--- config.mk ---
export PLATFORM = sky130hd
export DESIGN_NAME = tage_trace_feeder
export DESIGN_NICKNAME = d
export VERILOG_FILES = /design/src/rtl/tage_trace_feeder.sv
export SDC_FILE = /design/constraint.sdc
export NUM_CORES = 1
export LEC_CHECK = 0
export CORE_AREA = 2 2 172 216
export DETAILED_ROUTE_END_ITERATION = 8
export DIE_AREA = 0 0 174 218
export PLACE_DENSITY = 0.75
export SLEW_MARGIN = 30
export SYNTH_ARGS = -nofsm -noshare
export SYNTH_HDL_FRONTEND = slang
export SYNTH_SLANG_ARGS = --single-unit
--- constraint.sdc ---
create_clock -name CLK -period 4.93 [get_ports CLK]
set_input_delay 0.7395 -clock CLK [delete_from_list [all_inputs] [get_ports CLK]]
set_output_delay 0.7395 -clock CLK [all_outputs]
set_load 0.05 [all_outputs]
--- src/rtl/tage_trace_feeder.sv ---
// Trace record feeder for the TAGE datapath: prefetches packed branch
// records over req/ack, hands one out per advance, and tracks history/stats.
module tage_trace_feeder #(
  parameter int PC_W   = 32,
  parameter int ADDR_W = 16,
  parameter int GHR_W  = 64,
  parameter int DEPTH  = 4,
  parameter int CNT_W  = 32
) (
  input  logic              CLK,
  input  logic              reset,
  input  logic              instruction_inc_en,
  input  logic              update_enable,
  input  logic              pred_in,
  output logic              mem_req,
  output logic [ADDR_W-1:0] mem_addr,
  input  logic              mem_ack,
  input  logic [PC_W+1:0]   mem_data,
  output logic [PC_W-1:0]   pc_out,
  output logic              taken_out,
  output logic              record_valid,
  output logic [GHR_W-1:0]  ghr,
  output logic [CNT_W-1:0]  branch_cnt,
  output logic [CNT_W-1:0]  mispredict_cnt,
  output logic [CNT_W-1:0]  underflow_cnt,
  output logic              trace_done
);

  localparam int PTR_W = $clog2(DEPTH);
  localparam int OCC_W = PTR_W + 1;
  localparam logic [OCC_W-1:0] FULL = OCC_W'(DEPTH);

  typedef enum logic [1:0] {
    IDLE,
    REQ,
    DONE
  } state_t;

  state_t           state;
  logic [PC_W:0]    buf_q [DEPTH];
  logic [PTR_W-1:0] rd_ptr;
  logic [PTR_W-1:0] wr_ptr;
  logic [OCC_W-1:0] occ;
  logic [OCC_W-1:0] occ_nxt;
  logic             push;
  logic             pop;
  logic             last_in;

  assign push    = (state == REQ) && mem_ack;
  assign pop     = instruction_inc_en && (occ != '0);
  assign occ_nxt = occ + OCC_W'(push) - OCC_W'(pop);
  assign last_in = mem_data[PC_W+1];

  assign mem_req    = (state == REQ);
  assign trace_done = (state == DONE) && (occ == '0);

  // Only one request in flight; drop to IDLE when the push fills the buffer.
  always_ff @(posedge CLK or negedge reset) begin
    if (!reset) begin
      state    <= IDLE;
      mem_addr <= '0;
    end else begin
      unique case (state)
        IDLE: begin
          if (occ < FULL) state <= REQ;
        end
        REQ: begin
          if (mem_ack) begin
            mem_addr <= mem_addr + 1'b1;
            if (last_in) state <= DONE;
            else if (occ_nxt >= FULL) state <= IDLE;
          end
        end
        DONE: ;
        default: state <= IDLE;
      endcase
    end
  end

  always_ff @(posedge CLK) begin
    if (push) buf_q[wr_ptr] <= mem_data[PC_W:0];
  end

  always_ff @(posedge CLK or negedge reset) begin
    if (!reset) begin
      rd_ptr <= '0;
      wr_ptr <= '0;
      occ    <= '0;
    end else begin
      if (push) wr_ptr <= wr_ptr + 1'b1;
      if (pop) rd_ptr <= rd_ptr + 1'b1;
      occ <= occ_nxt;
    end
  end

  // No bypass: a pop only sees records already resident.
  always_ff @(posedge CLK or negedge reset) begin
    if (!reset) begin
      pc_out        <= '0;
      taken_out     <= 1'b0;
      record_valid  <= 1'b0;
      underflow_cnt <= '0;
    end else if (instruction_inc_en) begin
      if (pop) begin
        {taken_out, pc_out} <= buf_q[rd_ptr];
        record_valid        <= 1'b1;
      end else begin
        record_valid <= 1'b0;
        if (underflow_cnt != '1) underflow_cnt <= underflow_cnt + 1'b1;
      end
    end
  end

  always_ff @(posedge CLK or negedge reset) begin
    if (!reset) begin
      ghr            <= '0;
      branch_cnt     <= '0;
      mispredict_cnt <= '0;
    end else if (update_enable && record_valid) begin
      ghr <= {ghr[GHR_W-2:0], taken_out};
      if (branch_cnt != '1) branch_cnt <= branch_cnt + 1'b1;
      if ((pred_in != taken_out) && (mispredict_cnt != '1))
        mispredict_cnt <= mispredict_cnt + 1'b1;
    end
  end

endmodule

==> run_results.csv <==
group,metric,value,unit
sta,hold_viol,0,
cts,hold_buffers,0,
logic_synthesis,ys_seq_elements,351,
global_routing,antenna_found_initial,1,
logic_synthesis,muxShareOfSynthArea,5.54,%
critical_path,r2r-end,"underflow_cnt[1]$_DFFE_PN0P_",
logic_synthesis,netlist-cell-type-count,53,
logic_synthesis,synth_xor_area_share,6.40,%
placement,post-dp-hpwl,22500,um
global_routing,top_usage_layer,"met2",
logic_synthesis,synth_top_family_by_area,"simple AND/OR/NAND/NOR gates",
pwr,p_leak,0.00764,uW
route,routed_wirelength,33800,um
logic_synthesis,ys_seq_area_share,66.3,%
critical_path,startpoint,"state[0]$_DFFE_PN0P_",
cells_and_area,n_antenna_cell,0,
logic_synthesis,synthAdderAreaFrac,1.02,%
global_routing,use_met1,21.3,%
worst_hold_path,hp-class,"primary input to async pin",
logic_synthesis,synth_top_cell_area_share,38.5,%
logic_synthesis,synth_warnings,0,
cts,post_cts_resized,0,
global_routing,use_met2,30.6,%
sta,setup_viol,0,
sta,rsz0062_at_grt,"false",
route,drtAntennaViolNets,0,
sta,layout_min_cycle_time,3.01,ns
floorplanning,fp.dieW,174,um
placement,place.gp.congestion,0.844,
logic_synthesis,synth_flop_cell,"dfrtp_1",
critical_path,r2r_slack,2.11,ns
pwr,peakVddDrop,424,uV
run_status,outcome,"completed",
sta,fmaxAchievable,332,MHz
critical_path,path_cells,"nand2b_1 > nor4_1 > clkdlybuf4s50_1",
cts,cts_inserted_buffers,37,
cts,cts_tree,"built",
sta,fin_crit_sh,61.1,%
sta,tightest_slew,0.835,ns
logic_synthesis,avgSynthCellArea,12.6,um^2
global_routing,overflow,0,
logic_synthesis,synth_compound_area_share,1.32,%
critical_path,worstSetupEndpoint,"trace_done",
route,post_drt_via_cell_ratio,5.07,
sta,finalClockSkew,0.0192,ns
route,drtIter0Drc,662,
critical_path,worstSetupStartpointType,"register",
job,cap_viol_max_count,0,
route,num_vias,9689,
critical_path,setup.worst_path.end_class,"output port",
global_routing,grt_pass1_vias,9985,
logic_synthesis,synth_top_area_cell,"dfrtp_1",
sta,slew_viol_final,0,
cts,cts_root_buffer,"clkbuf_16",
floorplanning,core-area,35900,um^2
sta,setup_tns,0,ns
critical_path,worstPathRequired,4.19,ns
cts,clk_path_buf_depth,3,
logic_synthesis,synth_area,14200,um^2
placement,place_area,17300,um^2
critical_path,timing.rr.start,"underflow_cnt[25]$_DFFE_PN0P_",
sta,maxSlewHeadroom,43.9,%
cts,post-cts-setup-buffers,0,
critical_path,crit_type,"register to output port",
floorplanning,die_y,218,um
logic_synthesis,synth_most_common_cell,"nand2_1",
route,drc,0,
logic_synthesis,synthTopCellsByArea,"dfrtp_1 38%, edfxtp_1 28%, nand2_1 9.2%",
logic_synthesis,synth-simple-area-share,18.1,%
pwr,power_per_cell_area,496,nW/um^2
floorplanning,pin_count,252,
cells_and_area,final_area,18600,um^2
sta,setup_ws,1.92,ns
route,wl_per_cell,17.7,um
critical_path,max_stage_delay,0.92,ns
critical_path,crit_slowest_cell,"clkdlybuf4s50_1",
global_routing,grt_usage,17.8,%
global_routing,grt_max_degree,116,
logic_synthesis,syn_nets,1184,
placement,pre_cts_ws,1.50,ns
global_routing,grt_pass1_wl,53900,um
cts,clkTransAtPathRegs,0.06,ns
global_routing,grtUsageMet3,5.49,%
critical_path,reg2reg_depth,5,
cts,clock_sinks,351,
placement,portBuffers,251,
cts,h-tree-depth,2,
logic_synthesis,netlist_instances,1133,
cells_and_area,nNetsFinal,1453,
cells_and_area,nFillCells,3065,
cells_and_area,drive_gt1_share,9.30,%
floorplanning,dieArea,37900,um^2
floorplanning,start_util,39.6,%
logic_synthesis,synth_common_cells,"349 x nand2_1, 219 x dfrtp_1, 132 x edfxtp_1",
cts,clock_latency,0.53,ns
cells_and_area,area_growth,30.7,%
route,detail_route.first_pass.iterations,5,
logic_synthesis,async_flop_share,62.4,%
critical_path,cp.arrival,2.27,ns
critical_path,path_max_fanout,5,
logic_synthesis,synth_edf_count,132,
floorplanning,placementRows,78,
==> kinds of logic (layout without fill, tap and decap cells) <==
kind of cell,count (synthesis),after routing
DFF,351,351
xor gates and xnor gates,104,104
AOI/OAI and AO/OA,24,24
adders and majority gates,11,11
and+or+nand+nor,559,559
muxes,37,37
buffers and inverters,47,344
==> sequential cells by signal, summed over array words and instances, names as in the netlist, 3 cells and up <==
name / cells
occ: 3
branch_cnt: 32
mem_addr: 16
underflow_cnt: 32
buf_q: 132
mispredict_cnt: 32
ghr: 64
pc_out: 32
==> placed cells by master (no fill, tap or decap), types with 10 or more instances in the layout <==
master and instances:
and3_1 17, xor2_1 24, inv_1 11, mux4_2 33, nand2_1 348, nor2_1 31
nand3_1 46, edfxtp_1 132, ha_1 10, xnor2_1 80, nand4_1 42, clkbuf_16 37
clkdlybuf4s50_1 250, nor3_1 20, dfrtp_1 218, buf_4 12
==> where the power goes <==
part	switching, uW	total, uW	internal [uW]
clock	1130	2790	1660
sequential	301	3650	3350
combinational	1820	2800	971
total	3250	9230	5980
==> per-layer routing <==
metal | wire (um) | part of all wire, %
met1 | 13400 | 40
met2 | 16800 | 50
met3 | 2690 | 8.0
met4 | 842 | 2.5
met5 | 13 | 0.038
==> per-stage QoR <==
stage	power [uW]	hold WS [ns]	util, %	std cells
2_1_floorplan	5510	0.441	-	1133
3_5_place_dp	6510	0.466	48.3	1842
3_3_place_gp	6470	0.460	48.3	1842
6_report	9230	0.0841	51.8	1910
4_1_cts	9350	0.308	51.7	1909
5_1_grt	9650	0.0777	51.8	1910
==> critical path: cells and delay by family, from the launching register on <==
family                 cells  cell delay [ns]
buffers and inverters      1             0.92
AND/OR/NAND/NOR            2             0.41
flip-flops                 1             0.41
==> how the worst min path moves through the flow <==
| stage | from | to | slack (ns) | depth (start not counted) |
|---|---|---|---|---|
| after detailed placement | pc_out[24]$_DFFE_PN0P_ | pc_out[24]$_DFFE_PN0P_ | 0.47 | 2 |
| after global routing | reset | branch_cnt[27]$_DFFE_PN0P_ | 0.08 | 1 |
| after global placement | ghr[63]$_DFFE_PN0P_ | ghr[63]$_DFFE_PN0P_ | 0.46 | 2 |
| after floorplan | reset | branch_cnt[0]$_DFFE_PN0P_ | 0.44 | 0 |
| final | reset | branch_cnt[26]$_DFFE_PN0P_ | 0.08 | 1 |
| after CTS | reset | branch_cnt[27]$_DFFE_PN0P_ | 0.31 | 1 |
==> final cells by class <==
type                       count  area (um^2)  area share, %
clock inverter                18          178          0.955
inverter                      12         45.0          0.242
clock buffer                  49         1050           5.65
timing repair buffer         265         2660           14.3
sequential                   351         9450           50.8
tap                          480          601           3.23
multi-input combinational    735         4630           24.9
Power figures use the tool's default switching activity.
